### config.mk
export PLATFORM = sky130hd
export DESIGN_NAME = fm_guard_ctrl_issuer
export DESIGN_NICKNAME = d
export VERILOG_FILES = /design/src/rtl/fm_guard_ctrl_issuer.sv
export SDC_FILE = /design/constraint.sdc
export NUM_CORES = 1
export LEC_CHECK = 0
export ABC_AREA = 1
export CORE_UTILIZATION = 30
export DETAILED_ROUTE_END_ITERATION = 8
export HOLD_SLACK_MARGIN = 0.06
export MAX_ROUTING_LAYER = met4
export PLACE_DENSITY_LB_ADDON = 0.25
export SLEW_MARGIN = 20
export SYNTH_ARGS = -nofsm -noshare
export SYNTH_HDL_FRONTEND = slang
export SYNTH_SLANG_ARGS = --single-unit
### constraint.sdc
create_clock -name clk -period 5.3 [get_ports clk]
set_input_delay 1.06 -clock clk [delete_from_list [all_inputs] [get_ports clk]]
set_output_delay 1.06 -clock clk [all_outputs]
set_load 0.1 [all_outputs]
### src/rtl/fm_guard_ctrl_issuer.sv
// rtl/fm_guard_ctrl_issuer.sv - queues layer descriptors and issues them to the guard-gen control port
//
// Purpose: initiator side of the fm_guard_gen control handshake. Layer
// descriptors are buffered in a small FIFO and issued one at a time; the next
// layer is only offered after ctrl_finish of the current one. A completion
// watchdog flags layers that take longer than TIMEOUT cycles.
//
// Ports:
//   clk, rst                  clock, asynchronous active-high reset
//   desc_valid/desc_ready     descriptor push handshake
//   desc_w/h/c, desc_kernal_mode, desc_bit_mode   descriptor fields
//   abort                     flush queue, clear errors, return to IDLE
//   ctrl_valid/ctrl_ready     config handshake towards guard-gen
//   ctrl_finish               layer-complete pulse from guard-gen
//   w_num_o/h_num_o/c_num_o, kernal_mode_o, bit_mode_o   issued config
//   busy, layer_done, layer_cnt, fifo_level              status
//   timeout_err, cfg_err      sticky error flags
module fm_guard_ctrl_issuer #(
  parameter int DEPTH   = 4,
  parameter int TIMEOUT = 65535,
  parameter int CNT_W   = 16
) (
  input  logic                       clk,
  input  logic                       rst,
  input  logic                       desc_valid,
  output logic                       desc_ready,
  input  logic [7:0]                 desc_w,
  input  logic [7:0]                 desc_h,
  input  logic [7:0]                 desc_c,
  input  logic                       desc_kernal_mode,
  input  logic                       desc_bit_mode,
  input  logic                       abort,
  output logic                       ctrl_valid,
  input  logic                       ctrl_ready,
  input  logic                       ctrl_finish,
  output logic [7:0]                 w_num_o,
  output logic [7:0]                 h_num_o,
  output logic [7:0]                 c_num_o,
  output logic                       kernal_mode_o,
  output logic                       bit_mode_o,
  output logic                       busy,
  output logic                       layer_done,
  output logic [CNT_W-1:0]           layer_cnt,
  output logic [$clog2(DEPTH+1)-1:0] fifo_level,
  output logic                       timeout_err,
  output logic                       cfg_err
);

  localparam int AW = $clog2(DEPTH);
  localparam int LW = $clog2(DEPTH+1);
  localparam int TW = $clog2(TIMEOUT+1);

  typedef enum logic [1:0] {S_IDLE, S_ISSUE, S_WAIT} state_t;

  typedef struct packed {
    logic [7:0] w;
    logic [7:0] h;
    logic [7:0] c;
    logic       k;
    logic       b;
  } desc_t;

  desc_t            mem_q [DEPTH];
  state_t           state_q, state_d;
  logic [AW-1:0]    wr_ptr_q, wr_ptr_d, rd_ptr_q, rd_ptr_d;
  logic [LW-1:0]    count_q, count_d;
  logic [TW-1:0]    tcnt_q, tcnt_d;
  logic             first_q, first_d;
  desc_t            out_q, out_d;
  logic             ctrl_valid_q, ctrl_valid_d;
  logic             layer_done_q, layer_done_d;
  logic [CNT_W-1:0] layer_cnt_q, layer_cnt_d;
  logic             timeout_err_q, timeout_err_d;
  logic             cfg_err_q, cfg_err_d;
  logic             push, pop, accept;
  desc_t            head, desc_in;

  assign desc_ready = (count_q != LW'(DEPTH));
  assign accept     = desc_valid && desc_ready;
  assign head       = mem_q[rd_ptr_q];
  assign desc_in    = '{w: desc_w, h: desc_h, c: desc_c, k: desc_kernal_mode, b: desc_bit_mode};

  always_comb begin
    state_d       = state_q;
    wr_ptr_d      = wr_ptr_q;
    rd_ptr_d      = rd_ptr_q;
    count_d       = count_q;
    tcnt_d        = tcnt_q;
    first_d       = first_q;
    out_d         = out_q;
    ctrl_valid_d  = ctrl_valid_q;
    layer_done_d  = 1'b0;
    layer_cnt_d   = layer_cnt_q;
    timeout_err_d = timeout_err_q;
    cfg_err_d     = cfg_err_q;
    pop           = 1'b0;
    // c_num of 0xFF would overflow the receiver's c_num+1: consume but drop.
    push          = accept && (desc_c != 8'hFF);
    if (accept && (desc_c == 8'hFF)) cfg_err_d = 1'b1;

    case (state_q)
      S_IDLE: begin
        if (count_q != '0) begin
          pop          = 1'b1;
          out_d        = head;
          ctrl_valid_d = 1'b1;
          state_d      = S_ISSUE;
        end
      end
      S_ISSUE: begin
        if (ctrl_ready) begin
          ctrl_valid_d = 1'b0;
          tcnt_d       = '0;
          first_d      = 1'b1;
          state_d      = S_WAIT;
        end
      end
      S_WAIT: begin
        first_d = 1'b0;
        if (tcnt_q != TW'(TIMEOUT)) begin
          tcnt_d = tcnt_q + TW'(1);
          if (tcnt_q + TW'(1) == TW'(TIMEOUT)) timeout_err_d = 1'b1;
        end
        // The receiver's finish is stale in the first cycle after handshake.
        if (!first_q && ctrl_finish) begin
          layer_done_d = 1'b1;
          layer_cnt_d  = layer_cnt_q + CNT_W'(1);
          if (count_q != '0) begin
            pop          = 1'b1;
            out_d        = head;
            ctrl_valid_d = 1'b1;
            state_d      = S_ISSUE;
          end else begin
            state_d      = S_IDLE;
          end
        end
      end
      default: state_d = S_IDLE;
    endcase

    wr_ptr_d = wr_ptr_q + AW'(push);
    rd_ptr_d = rd_ptr_q + AW'(pop);
    count_d  = count_q + LW'(push) - LW'(pop);

    if (abort) begin
      push          = 1'b0;
      state_d       = S_IDLE;
      wr_ptr_d      = '0;
      rd_ptr_d      = '0;
      count_d       = '0;
      tcnt_d        = '0;
      first_d       = 1'b0;
      out_d         = out_q;
      ctrl_valid_d  = 1'b0;
      layer_done_d  = 1'b0;
      layer_cnt_d   = layer_cnt_q;
      timeout_err_d = 1'b0;
      cfg_err_d     = 1'b0;
    end
  end

  // Storage array has no reset; validity is tracked by the pointers.
  always_ff @(posedge clk) begin
    if (push) mem_q[wr_ptr_q] <= desc_in;
  end

  always_ff @(posedge clk or posedge rst) begin
    if (rst) begin
      state_q       <= S_IDLE;
      wr_ptr_q      <= '0;
      rd_ptr_q      <= '0;
      count_q       <= '0;
      tcnt_q        <= '0;
      first_q       <= 1'b0;
      out_q         <= '0;
      ctrl_valid_q  <= 1'b0;
      layer_done_q  <= 1'b0;
      layer_cnt_q   <= '0;
      timeout_err_q <= 1'b0;
      cfg_err_q     <= 1'b0;
    end else begin
      state_q       <= state_d;
      wr_ptr_q      <= wr_ptr_d;
      rd_ptr_q      <= rd_ptr_d;
      count_q       <= count_d;
      tcnt_q        <= tcnt_d;
      first_q       <= first_d;
      out_q         <= out_d;
      ctrl_valid_q  <= ctrl_valid_d;
      layer_done_q  <= layer_done_d;
      layer_cnt_q   <= layer_cnt_d;
      timeout_err_q <= timeout_err_d;
      cfg_err_q     <= cfg_err_d;
    end
  end

  assign ctrl_valid    = ctrl_valid_q;
  assign w_num_o       = out_q.w;
  assign h_num_o       = out_q.h;
  assign c_num_o       = out_q.c;
  assign kernal_mode_o = out_q.k;
  assign bit_mode_o    = out_q.b;
  assign busy          = (state_q != S_IDLE) || (count_q != '0);
  assign layer_done    = layer_done_q;
  assign layer_cnt     = layer_cnt_q;
  assign fifo_level    = count_q;
  assign timeout_err   = timeout_err_q;
  assign cfg_err       = cfg_err_q;

endmodule

# == Yosys cells after proc, flatten, opt, wreduce, memory -nomap -nowiden ==
# Memory sizes are Yosys's and may differ from the RTL's.
# Index checks and enable logic that the tools add are counted.
# word_totals
ff_bits,72
ramBits,104
input_bits,32
out_inout_bits,51
wordCells,98
mem_count,1
# mem_list
memory,words,width,read_ports,rd_clocked_by_memory_dff,wr,line,text
mem_q,4,26,1,0,1,63,desc_t mem_q [DEPTH];
# op_classes
add_sub_neg,6
eq_ne,12
muxes,39
bitwise_logic,1
n_reduce_logical,23
# ops
op,n
26-bit 2-to-1 mux,2
26-bit one-hot mux with 2 select lines,1
16-bit 2-to-1 mux,3
"16-bit by 1-bit adder with 16-bit output, second input constant",2
16-bit one-hot mux with 2 select lines,1
1-bit 2-to-1 mux,21
3-bit AND reduction,6
"16-bit == test, second input constant",1
"16-bit inequality test, second input constant",1
"3-bit inequality test, second input constant",5
2-bit 2-to-1 mux,6
2-bit nonzero test,6
"8-bit == test, second input constant",1
"8-bit inequality test, second input constant",1
2-bit one-hot mux with 3 select lines,1
3-bit nonzero test,2
2-bit by 1-bit adder with 2-bit output,2
1-bit logical AND,4
1-bit one-hot mux with 2 select lines,2
4-bit nonzero test,1
3-bit by 1-bit adder with 3-bit output,1
3-bit 2-to-1 mux,1
1-bit one-hot mux with 3 select lines,1
3-bit by 1-bit subtractor with 3-bit output,1
8 further kinds,8

# == Logic depth before layout (Yosys ltp) ==
# Gate-level depths: netlist (run 1).
# depth
ltp_word,6
mapped_depth,13
ltp_nobuf,13

# == Worst setup path after synthesis (run 1) ==
# OpenSTA, ideal clock, no wires.
# synth_path
kind,register to register
from,"register count_q[1], in the netlist fifo_level[1]"
to,"memory mem_q[0][0] (netlist bit), enable pin"
setup_time_ns,0.442
t_arrival_ns,3.993
required_time_ns,4.858
setup_slack_ns,0.865
stages_incl_launch_ff,9
path_buffers,0
period_less_slack_ns,4.435
cell_sequence,dfrtp_1 nor2_1 nand2_1 nand2_1 inv_1 nand2_1 inv_1 nand2_1 nor3_1
# synth_via
elab_chain_len,6
# synth_lines
element,line,text
start: declaration,66,"logic [LW-1:0] count_q, count_d;"
start signal: assignment,185,count_q <= count_d;
3-bit inequality test,78,assign desc_ready = (count_q != LW'(DEPTH));
net desc_ready,26,"output logic desc_ready,"
1-bit logical AND,79,assign accept = desc_valid && desc_ready;
1-bit logical AND,98,push = accept && (desc_c != 8'hFF);
1-bit 2-to-1 mux,145,if (abort) begin
1-bit 2-to-1 mux,164,if (push) mem_q[wr_ptr_q] <= desc_in;
1-bit 2-to-1 mux (not written as such),164,
end: declaration,63,
# The timed path passes the listed nets, and every way through them passes these cells.

# == Worst setup path after layout (run 1) ==
# layout_path
from,"register count_q[1], in the netlist fifo_level[1]"
to,output busy
# layout_via
elab_chain_len,2
# layout_lines
element,line,text
3-bit nonzero test,203,assign busy = (state_q != S_IDLE) || (count_q != '0);
1-bit logical OR,203,
end: declaration,41,"output logic busy,"
# Every way passes these cells.

==> key figures, run 1 <==
Cells and area
  • Final Instance Area: about 0.0092 mm^2
  • Ant diodes: 0
  • Most frequent cells in the layout: 178 x nor2_1, 104 x edfxtp_1, 83 x nand2_1
  • Area Growth Syn to Fin: 24.1%
  • Commonest non-fill, non-tap cell in the layout: nor2_1
  • Fillers: roughly 2400
  • # nets final: between 800 and 900
  • Area taken by multi-input logic gates: between 0.002 and 0.0025 mm^2
  • Layout cells sized above 1: under 10%
  • Sequential Area: between 0.004 and 0.005 mm^2

STA
  • Minimum clock period: ~3600 ps
  • Fin Setup TNS: 0 ps
  • Final Slew Violations: 0
  • # setup viols final: 0
  • Final Hold Viols: 0
  • Fin crit share: between 60 and 70%
  • Worst-margin pin slew: around 1100 ps
  • RSZ-0062 raised after global routing: no
  • Post-route clock skew: roughly 7.5 ps
  • Peak Freq: 274 MHz
  • Slew headroom: 28.3%

Detailed routing
  • Initial DRC Count: ~290
  • Via count: between 5000 and 6000
  • Number of antenna-violating nets in the routed design: 0
  • Final Routed Wirelength: between 15000 and 20000 um
  • Drt wl/cell: 15.1 um
  • DRC viols: 0
  • Vias/cell: roughly 4.5
  • Drt first pass iters: 6

CTS
  • CTS HTree Levels: 4
  • Post-cts sizing count: 0
  • Hold_buf cts: 0
  • TritonCTS clock tree: yes
  • Insertion delay to the later sink of the worst-skew pair: approximately 420 ps
  • Postcts setup bufs: 0
  • Clock sink total: 176
  • CTS max path bufs: 2
  • Clk slew on worst S/H paths: 70 ps
  • Cts bufs inserted: 17
  • Clk root buf: clkbuf_16

Critical path
  • CP arrival: between 2000 and 3000 ps
  • Depth of the most critical reg-to-reg path: 9
  • CP most frequent cell: nor2_1
  • Reg2reg end: bit_mode_o
  • Critical path peak fanout: 5
  • Critical Path Start Type: register
  • R2R setup slack: 2640 ps
  • Worst Path Class, Setup: register to output pin
  • CP endpoint kind: output pin
  • Critical Path RT: 4240 ps
  • Crit-path cells: nor2_1 -> inv_1 -> nor2_1 -> nand2_1 -> clkdlybuf4s50_1
  • Reg2reg start: state_q[0]
  • CP max stage delay: between 1000 and 1500 ps
  • Buffers and inverters on the worst path: 2
  • CP top delay family: buffers and inverters
  • CP max stage cell: clkdlybuf4s50_1

Power
  • Sw Ratio: between 40% and 50%
  • Clock power frac: 25.6%
  • Sw Pwr: between 2 and 2.5 mW
  • Leakage: around 3.5 nW
  • Gate power share: between 30% and 40%
  • P per Cell Area: 540 mW/mm^2
  • VDD IR-drop max: about 0.00036 V
  • Flop pwr share: between 30% and 40%
  • Pint: about 2.8 mW

Hold path
  • Worst hold path type: register to register
  • Hold Crit Depth: 1
  • Hold worst-path end: layer_cnt[15]
  • Hold Startpoint: layer_cnt[15]

Global route
  • Vias in the first global route: just over 5000
  • GRT overflow: 0
  • First-pass GRT wire length: 27600 um
  • Largest net degree at the start of global routing: 55
  • Initial antenna violation count: 0
  • GR Util All Layers: roughly 15%

Placed design
  • Post-placement cell area: a little under 0.009 mm^2
  • DP HPWL: ~10000 um
  • Port bufs: 82
  • Final RePlAce weighted congestion: 0.816

Outcome
  • Status: completed

Synth
  • Cell variety after synth: 32
  • Yosys warnings: 0
  • Syn avg cell area: 10.7 um^2
  • Syn nets: about 740
  • Flops & latches, synth: about 180
  • Post-synthesis cell area: 0.00744 mm^2
  • Synthesized instance count: ~700
  • Sequential share of the synthesized area: between 60% and 70%

Floorplan
  • Die area: around 0.025 mm^2
  • Die height: between 150 and 200 um
  • Initial Util: a little under a third
  • Row count: 57
  • I/O pin total: 83
  • Die Width: 160 um
  • Core area: between 0.02 and 0.025 mm^2

Job
  • Max-cap violation count: 0
-- final cells by class --
cell class / instances / share of cell area [%]
multi-input cells: 447 / 24.1
clock buffers: 17 / 4.60
clock inverters: 15 / 1.88
inverters: 52 / 2.14
well taps: 324 / 4.39
flip-flops and latches: 176 / 53.3
repair buffers: 91 / 9.61
-- cells by family after synthesis --
| family | share of synthesized area [%] |
|---|---|
| simple gates | 16.5 |
| compound gates | 8.72 |
| fa+ha+maj | 2.29 |
| xor+xnor | 2.12 |
| buf+inv | 4.24 |
| flops | 66.2 |
-- worst max-delay path by stage --
stage | cells past startpoint | start | slack (ps) | end
after floorplan | 8 | fifo_level[1] | 860 | mem_q[0][0]
after global placement | 9 | abort | 1540 | kernal_mode_o
after detailed placement | 9 | abort | 1480 | w_num_o[4]
after CTS | 5 | fifo_level[1] | 1560 | busy
after global routing | 5 | fifo_level[1] | 1470 | busy
final | 5 | fifo_level[1] | 1650 | busy
-- routing by layer --
layer	vias up	part of all wire, %	GRT usage (%)
met2	86	48	23.3
met4	0	0.73	3.45
li1	2530	-	-
met1	2457	48	18.5
met3	7	3.4	3.57
met5	-	0	-
-- synthesized netlist by cell type --
master / count / area (um^2)
xor2_1: 12 / 105
fa_1: 1 / 20.0
or2_2: 2 / 12.5
inv_2: 2 / 7.51
ha_1: 12 / 150
o41ai_1: 1 / 8.76
o21ai_2: 8 / 70.1
o22ai_1: 3 / 18.8
buf_1: 2 / 7.51
nor3_4: 1 / 16.3
nor2_1: 178 / 668
o31ai_1: 2 / 15.0
buf_6: 4 / 45.0
nand3_1: 18 / 90.1
o21bai_1: 1 / 7.51
xnor2_1: 6 / 52.6
a21oi_1: 5 / 25.0
a31oi_1: 26 / 163
nand2_2: 1 / 6.26
nand2_1: 83 / 312
nor3_1: 8 / 40.0
dfrtp_1: 72 / 1800
nand4_1: 11 / 68.8
edfxtp_1: 104 / 3120
buf_2: 3 / 15.0
clkinv_1: 1 / 3.75
a21oi_4: 1 / 16.3
inv_1: 49 / 184
o21ai_0: 65 / 325
nor4_1: 1 / 6.26
clkbuf_1: 14 / 52.6
nor3b_1: 1 / 7.51
-- power by group through the flow --
stage	Combinational [mW]	Clock (mW)	Sequential [mW]
after global placement	1.94	0	1.80
after global routing	2.08	1.38	1.79
after CTS	1.96	1.31	1.77
after detailed placement	1.96	0	1.80
after floorplan	0.660	0	2.59
final	1.94	1.28	1.77
-- flip-flops by register name (all words and copies together), names as in the netlist, 3 cells and up --
signal / count
fifo_level: 3
layer_cnt: 16
tcnt_q: 16
h_num_o: 8
c_num_o: 8
mem_q: 104
w_num_o: 8
-- per-stage QoR --
| step | setup WS [ps] | util (%) | power [mW] | cells | hold WS [ps] |
|---|---|---|---|---|---|
| after floorplan | 865 | - | 3.25 | 698 | 478 |
| after global placement | 1540 | 35.5 | 3.75 | 1090 | 459 |
| after detailed placement | 1480 | 35.5 | 3.76 | 1090 | 464 |
| after CTS | 1560 | 38.0 | 5.05 | 1122 | 473 |
| after global routing | 1470 | 38.0 | 5.24 | 1122 | 515 |
| final | 1650 | 38.0 | 4.99 | 1122 | 468 |
Note: power is estimated with default switching activity, not from simulation.
==> inputs of run 2 (changes only) <==
clock period = 3.5 ns   (was 5.3 ns; I/O delays follow)
==> run 2 against run 1 <==
Compared with the run above:
- register-to-register slack lost 1600 ps
- clock skew grew 10 ps
- core utilization grew 0.082 points
==> key figures, run 2 (synthesized netlist as in run 1, its figures left out) <==
Outcome
  • Status: completed

CTS
  • Insertion delay to the later sink of the worst-skew pair: 440 ps (+20 ps)
  • CTS max path bufs: 2 (unchanged)
  • Post-cts sizing count: 0 (unchanged)
  • TritonCTS clock tree: yes
  • Clock sink total: 176 (unchanged)
  • Postcts setup bufs: 0 (unchanged)
  • Clk root buf: clkbuf_16
  • Clk slew on worst S/H paths: 80 ps (about the same)
  • CTS HTree Levels: 4 (unchanged)
  • Hold_buf cts: 0 (unchanged)
  • Cts bufs inserted: 17 (unchanged)

Critical path
  • Critical Path Start Type: input port
  • CP endpoint kind: register
  • CP arrival: 2920 ps (+330 ps)
  • Critical Path RT: 3630 ps (-610 ps)
  • Critical path peak fanout: 17 (+12)
  • Worst Path Class, Setup: input port to register

Global route
  • Vias in the first global route: 4889 (-3.1%)
  • Initial antenna violation count: 0 (unchanged)
  • GR Util All Layers: 14.3% (-0.29 points)
  • Largest net degree at the start of global routing: 54 (-1.8%)
  • First-pass GRT wire length: 26800 um (-2.7%)
  • GRT overflow: 0 (unchanged)

STA
  • Worst-margin pin slew: 993 ps (-78.7 ps)
  • Worst hold slack: 476 ps (+7.90 ps)
  • Fin crit share: between 70% and 80%
  • Slew headroom: 33.6% (+5.3 points)
  • Post-route clock skew: 18.0 ps (+10.4 ps)
  • Peak Freq: between 300 and 400 MHz
  • # setup viols final: 0 (unchanged)
  • RSZ-0062 raised after global routing: no
  • Final Slew Violations: 0 (unchanged)
  • Minimum clock period: between 2000 and 3000 ps
  • Final Hold Viols: 0 (unchanged)

Job
  • Max-cap violation count: 0 (unchanged)

Floorplan
  • Die height: 160 um (unchanged)
  • Initial Util: 30.6% (unchanged)
  • Die Width: 160 um (unchanged)
  • Row count: 57 (unchanged)
  • I/O pin total: 83 (unchanged)
  • Die area: 0.0254 mm^2 (unchanged)
  • Core area: 0.0243 mm^2 (unchanged)

Power
  • VDD IR-drop max: 0.000601 V (+69%)
  • Tot Pwr: 7.47 mW (+50%)
  • P per Cell Area: 807 mW/mm^2 (+50%)
  • Leakage: 3.53 nW (+0.96%)

Hold path
  • Worst hold path type: register to register

Cells and area
  • Fin util: 38.1% (+0.082 points)
  • # nets final: 833 (+0.36%)
  • Commonest non-fill, non-tap cell in the layout: nor2_1
  • Area Growth Syn to Fin: 24.4%
  • Most frequent cells in the layout: 178 x nor2_1, 104 x edfxtp_1, 83 x nand2_1
  • Max reg flops: 104 (unchanged)
  • Layout cells sized above 1: 10.1% (+2.3 points)
  • Ant diodes: 0 (unchanged)
  • Largest Register: mem_q
  • Final Instance Area: 0.00926 mm^2 (+0.22%)

Detailed routing
  • Drt wl/cell: 14.8 um (-1.7%)
  • Initial DRC Count: 268 (-6.9%)
  • Number of antenna-violating nets in the routed design: 0 (unchanged)
  • Vias/cell: 4.47 (-1.3%)
  • Via count: 5025 (-1.1%)
  • Drt first pass iters: 5 (-1)
  • DRC viols: 0 (unchanged)
  • Final Routed Wirelength: 16700 um (-1.4%)

Placed design
  • Post-placement cell area: 0.00867 mm^2 (+0.35%)
  • DP HPWL: 10600 um (+1.6%)
  • Final RePlAce weighted congestion: 0.862 (+5.6%)
  • Port bufs: 82 (unchanged)
-- run 2: cell count changes in the layout (fill, tap and decap cells not counted), moves of 2 or more --
cell / before / now
buf_4: 9 / 27
clkinv_2: 4 / 1
buf_12: 0 / 2
clkinv_8: 1 / 3
clkdlybuf4s50_1: 82 / 65
clkinv_4: 0 / 3
bufinv_16: 2 / 0
inv_6: 5 / 2
nor3_4: 1 / 5
nor3_2: 4 / 0
-- run 2: worst max-delay path, stage by stage --
cell and delay [ps]:
clkdlybuf4s50_1 530, nand4_1 180, or2_2 160, nand2_1 70, inv_1 70, nand2_1 100, nor3_4 770, buf_4 340
-- run 2: area by class of cell --
| cell class | instances | area (um^2) |
|---|---|---|
| fill | 2377 | 15100 |
| sequential | 176 | 4930 |
| multi-input combinational | 447 | 2250 |
| timing repair buffer | 94 | 893 |
| clock buffer | 18 | 429 |
| tap | 324 | 405 |
| inverter | 52 | 196 |
| clock inverter | 14 | 161 |
-- run 2: path summary, 6_finish.rpt --
check / slack (ps) / end / startpoint / depth (start not counted)
setup reg to reg: 1090 / fifo_level[2] / fifo_level[1] / 13
hold / removal: 480 / layer_cnt[15] / layer_cnt[15] / 1
max in group asynchronous: 2170 / tcnt_q[10] / rst / 3
hold reg to reg: 480 / layer_cnt[15] / layer_cnt[15] / 1
min in group asynchronous: 710 / layer_cnt[9] / rst / 2
setup / recovery: 710 / mem_q[0][6] / desc_c[3] / 8
-- run 2: per-layer routing --
metal / share of wire [%] / vias to the layer above / global-route usage (%) / wire, um
met2: 49 / 106 / 22.7 / 8190
met5: 0 / - / - / 0
li1: - / 2552 / - / -
met1: 45 / 2357 / 18.3 / 7580
met3: 4.9 / 10 / 3.28 / 825
met4: 0.64 / 0 / 3.72 / 107
-- run 2: through the flow --
step                      worst slack, ps  std cells  TNS, ps
final                                 715       1125        0
after global routing                  511       1125        0
after CTS                             643       1125        0
after detailed placement              176       1093        0
after global placement                270       1093        0
after floorplan                      -185        698   -19190
-- run 2: where the power goes --
part           internal, mW  switching (mW)
clock network         0.963           0.910
logic                 0.683            2.24
registers              2.48           0.189
total                  4.13            3.34
==> inputs of run 3 (changes only) <==
clock period = 2.2 ns   (was 3.5 ns; I/O delays follow)
==> run 3 against run 2 <==
Compared with the run above:
- flip-flop and latch count unchanged
- count of clock-buffer cells in the layout unchanged
- first-iteration DRC count down 3.0%
- combinational power up 73%
- clock power up 64%
- global-route usage up 0.89 points
- critical path depth up 2
- design area up 4.8%
- register-to-register slack worse by 970 ps
- clock skew down 3.3 ps
- sequential power up 60%
- routed wire length up 5.3%
- highest routed layer unchanged
==> key figures, run 3 (synthesized netlist as in run 1, its figures left out) <==
Detailed routing
  • Vias/cell: 4.54 (+1.7%)
  • DRC viols: 0 (unchanged)
  • Via count: 5289 (+5.3%)
  • Initial DRC Count: 260 (-3.0%)
  • Final Routed Wirelength: 17600 um (+5.3%)
  • Drt first pass iters: 4 (-1)
  • Drt wl/cell: 15.1 um (+1.8%)
  • Number of antenna-violating nets in the routed design: 0 (unchanged)

Critical path
  • Critical Path Start Type: input port
  • CP max stage delay: 510 ps (-260 ps)
  • Crit path depth: 10 (+2)
  • Worst Setup EP: fifo_level[1]
  • CP arrival: 2450 ps (-470 ps)
  • CP max stage cell: fa_2
  • Depth of the most critical reg-to-reg path: 12 (-1)
  • Critical path peak fanout: 2 (-15)
  • Reg2reg end: fifo_level[1]
  • Reg2reg start: fifo_level[1]
  • CP top delay family: adder cells
  • Worst Path Class, Setup: input port to register
  • Critical Path RT: 2510 ps (-1120 ps)
  • R2R setup slack: 120 ps (-970 ps)
  • CP endpoint kind: register
  • Crit-path cells: clkdlybuf4s50_1 -> nand4_1 -> or2_4 -> nand2_2 -> ha_4 -> inv_2 -> ha_2 -> inv_1 -> fa_2 -> nor2_1
  • Setup crit start: desc_c[6]
  • Buffers and inverters on the worst path: 3 (unchanged)

Global route
  • Initial antenna violation count: 1 (+1)
  • First-pass GRT wire length: 28600 um (+6.6%)
  • GRT overflow: 0 (unchanged)
  • Largest net degree at the start of global routing: 47 (-13%)
  • Vias in the first global route: 5217 (+6.7%)
  • GR Util All Layers: 15.2% (+0.89 points)

STA
  • Slew headroom: 73.3% (+40 points)
  • Peak Freq: ~470 MHz
  • RSZ-0062 raised after global routing: no
  • Worst hold slack: 346 ps (-130 ps)
  • Final Slew Violations: 0 (unchanged)
  • Minimum clock period: roughly 2100 ps
  • # setup viols final: 0 (unchanged)
  • Fin crit share: a little over nine tenths
  • Final Hold Viols: 0 (unchanged)
  • Post-route clock skew: 14.7 ps (-3.30 ps)
  • Worst-margin pin slew: 400 ps (-593 ps)

Hold path
  • Worst hold path type: input port to register

Floorplan
  • Die height: 160 um (unchanged)
  • Die area: 0.0254 mm^2 (unchanged)
  • Core area: 0.0243 mm^2 (unchanged)
  • I/O pin total: 83 (unchanged)
  • Initial Util: 30.6% (unchanged)
  • Die Width: 160 um (unchanged)
  • Row count: 57 (unchanged)

CTS
  • Clk root buf: clkbuf_16
  • Clk slew on worst S/H paths: 70 ps (about the same)
  • TritonCTS clock tree: yes
  • CTS max path bufs: 2 (unchanged)
  • Clock sink total: 176 (unchanged)
  • CTS HTree Levels: 4 (unchanged)
  • Insertion delay to the later sink of the worst-skew pair: 430 ps (about the same)
  • Cts bufs inserted: 17 (unchanged)

Cells and area
  • Most frequent cells in the layout: 176 x nor2_1, 104 x edfxtp_1, 87 x buf_4
  • Max reg flops: 104 (unchanged)
  • Layout cells sized above 1: 20.6% (+11 points)
  • Commonest non-fill, non-tap cell in the layout: nor2_1
  • Fin cells: 1164 (+3.5%)
  • Fillers: 2357 (-0.84%)
  • Largest Register: mem_q
  • # nets final: 871 (+4.6%)
  • Area Growth Syn to Fin: 30.4%

Placed design
  • Cell total after placement: 1130 (+3.4%)
  • Final RePlAce weighted congestion: 0.822 (-4.7%)
  • DP HPWL: 11600 um (+8.7%)
  • Port bufs: 82 (unchanged)

Outcome
  • Status: completed

Power
  • P per Cell Area: 1280 mW/mm^2 (+59%)
  • VDD IR-drop max: 0.000851 V (+42%)
  • Leakage: 3.84 nW (+8.8%)

Job
  • Max-cap violation count: 0 (unchanged)
## run 3: layout make-up
class,count,area [um^2],area share (%)
antenna,1,2.50,0.0258
clock buffer,18,429,4.42
clock inverter,14,165,1.70
inverter,52,199,2.05
multi-input combinational,447,2320,23.9
sequential,176,4930,50.8
tap,324,405,4.18
timing repair buffer,132,1250,12.9
## run 3: worst min path at each step
stage | depth (start not counted) | from | endpoint
2_1_floorplan | 2 | state_q[1] | state_q[1]
3_3_place_gp | 1 | layer_cnt[15] | layer_cnt[15]
3_5_place_dp | 1 | layer_cnt[15] | layer_cnt[15]
4_1_cts | 2 | rst | layer_cnt[15]
5_1_grt | 2 | desc_c[7] | mem_q[0][9]
6_report | 2 | desc_c[7] | mem_q[0][9]
## run 3: worst register-to-register path: stages (launching register included)
cell and delay [ps]:
dfrtp_2 400, buf_4 160, nor2_4 170, nand2_8 70
nand2_4 80, inv_2 40, nand2_2 80, ha_4 210
inv_2 40, ha_2 140, inv_1 40, fa_2 510
nor2_1 40
## run 3: repair_timing
item	4_1_cts	5_1_grt
gates resized for setup	4	9
pin swaps	2	3
buffers inserted	0	1
hold endpoints to repair	0	0
setup endpoints to repair	2	2
hold buffers	0	0
## run 3: layer usage
metal  vias up  part of all wire [%]  track usage, %
met5         -                     0               -
met3        12                   4.7            3.67
li1       2632                     -               -
met1      2538                    47            19.6
met2       107                    47            23.4
met4         0                   1.0            4.81
## run 3: where the power goes
group	internal (mW)	leakage [nW]	total [mW]	switching, mW
sequential	3.96	1.84	4.28	0.326
combinational	1.37	1.71	5.08	3.71
clock	1.63	0.293	3.07	1.44
total	6.95	3.84	12.4	5.48
## run 3: through the flow
stage / power [mW] / worst slack (ps) / area, um^2 / TNS (ps) / utilization (%)
2_1_floorplan: 7.93 / -265 / 7550 / -22660 / -
3_3_place_gp: 9.42 / -566 / 9070 / -21550 / 37.3
3_5_place_dp: 9.44 / -584 / 9070 / -23320 / 37.3
4_1_cts: 12.5 / 20.6 / 9670 / 0 / 39.7
5_1_grt: 13.1 / 21.0 / 9710 / 0 / 39.9
6_report: 12.4 / 57.3 / 9710 / 0 / 39.9
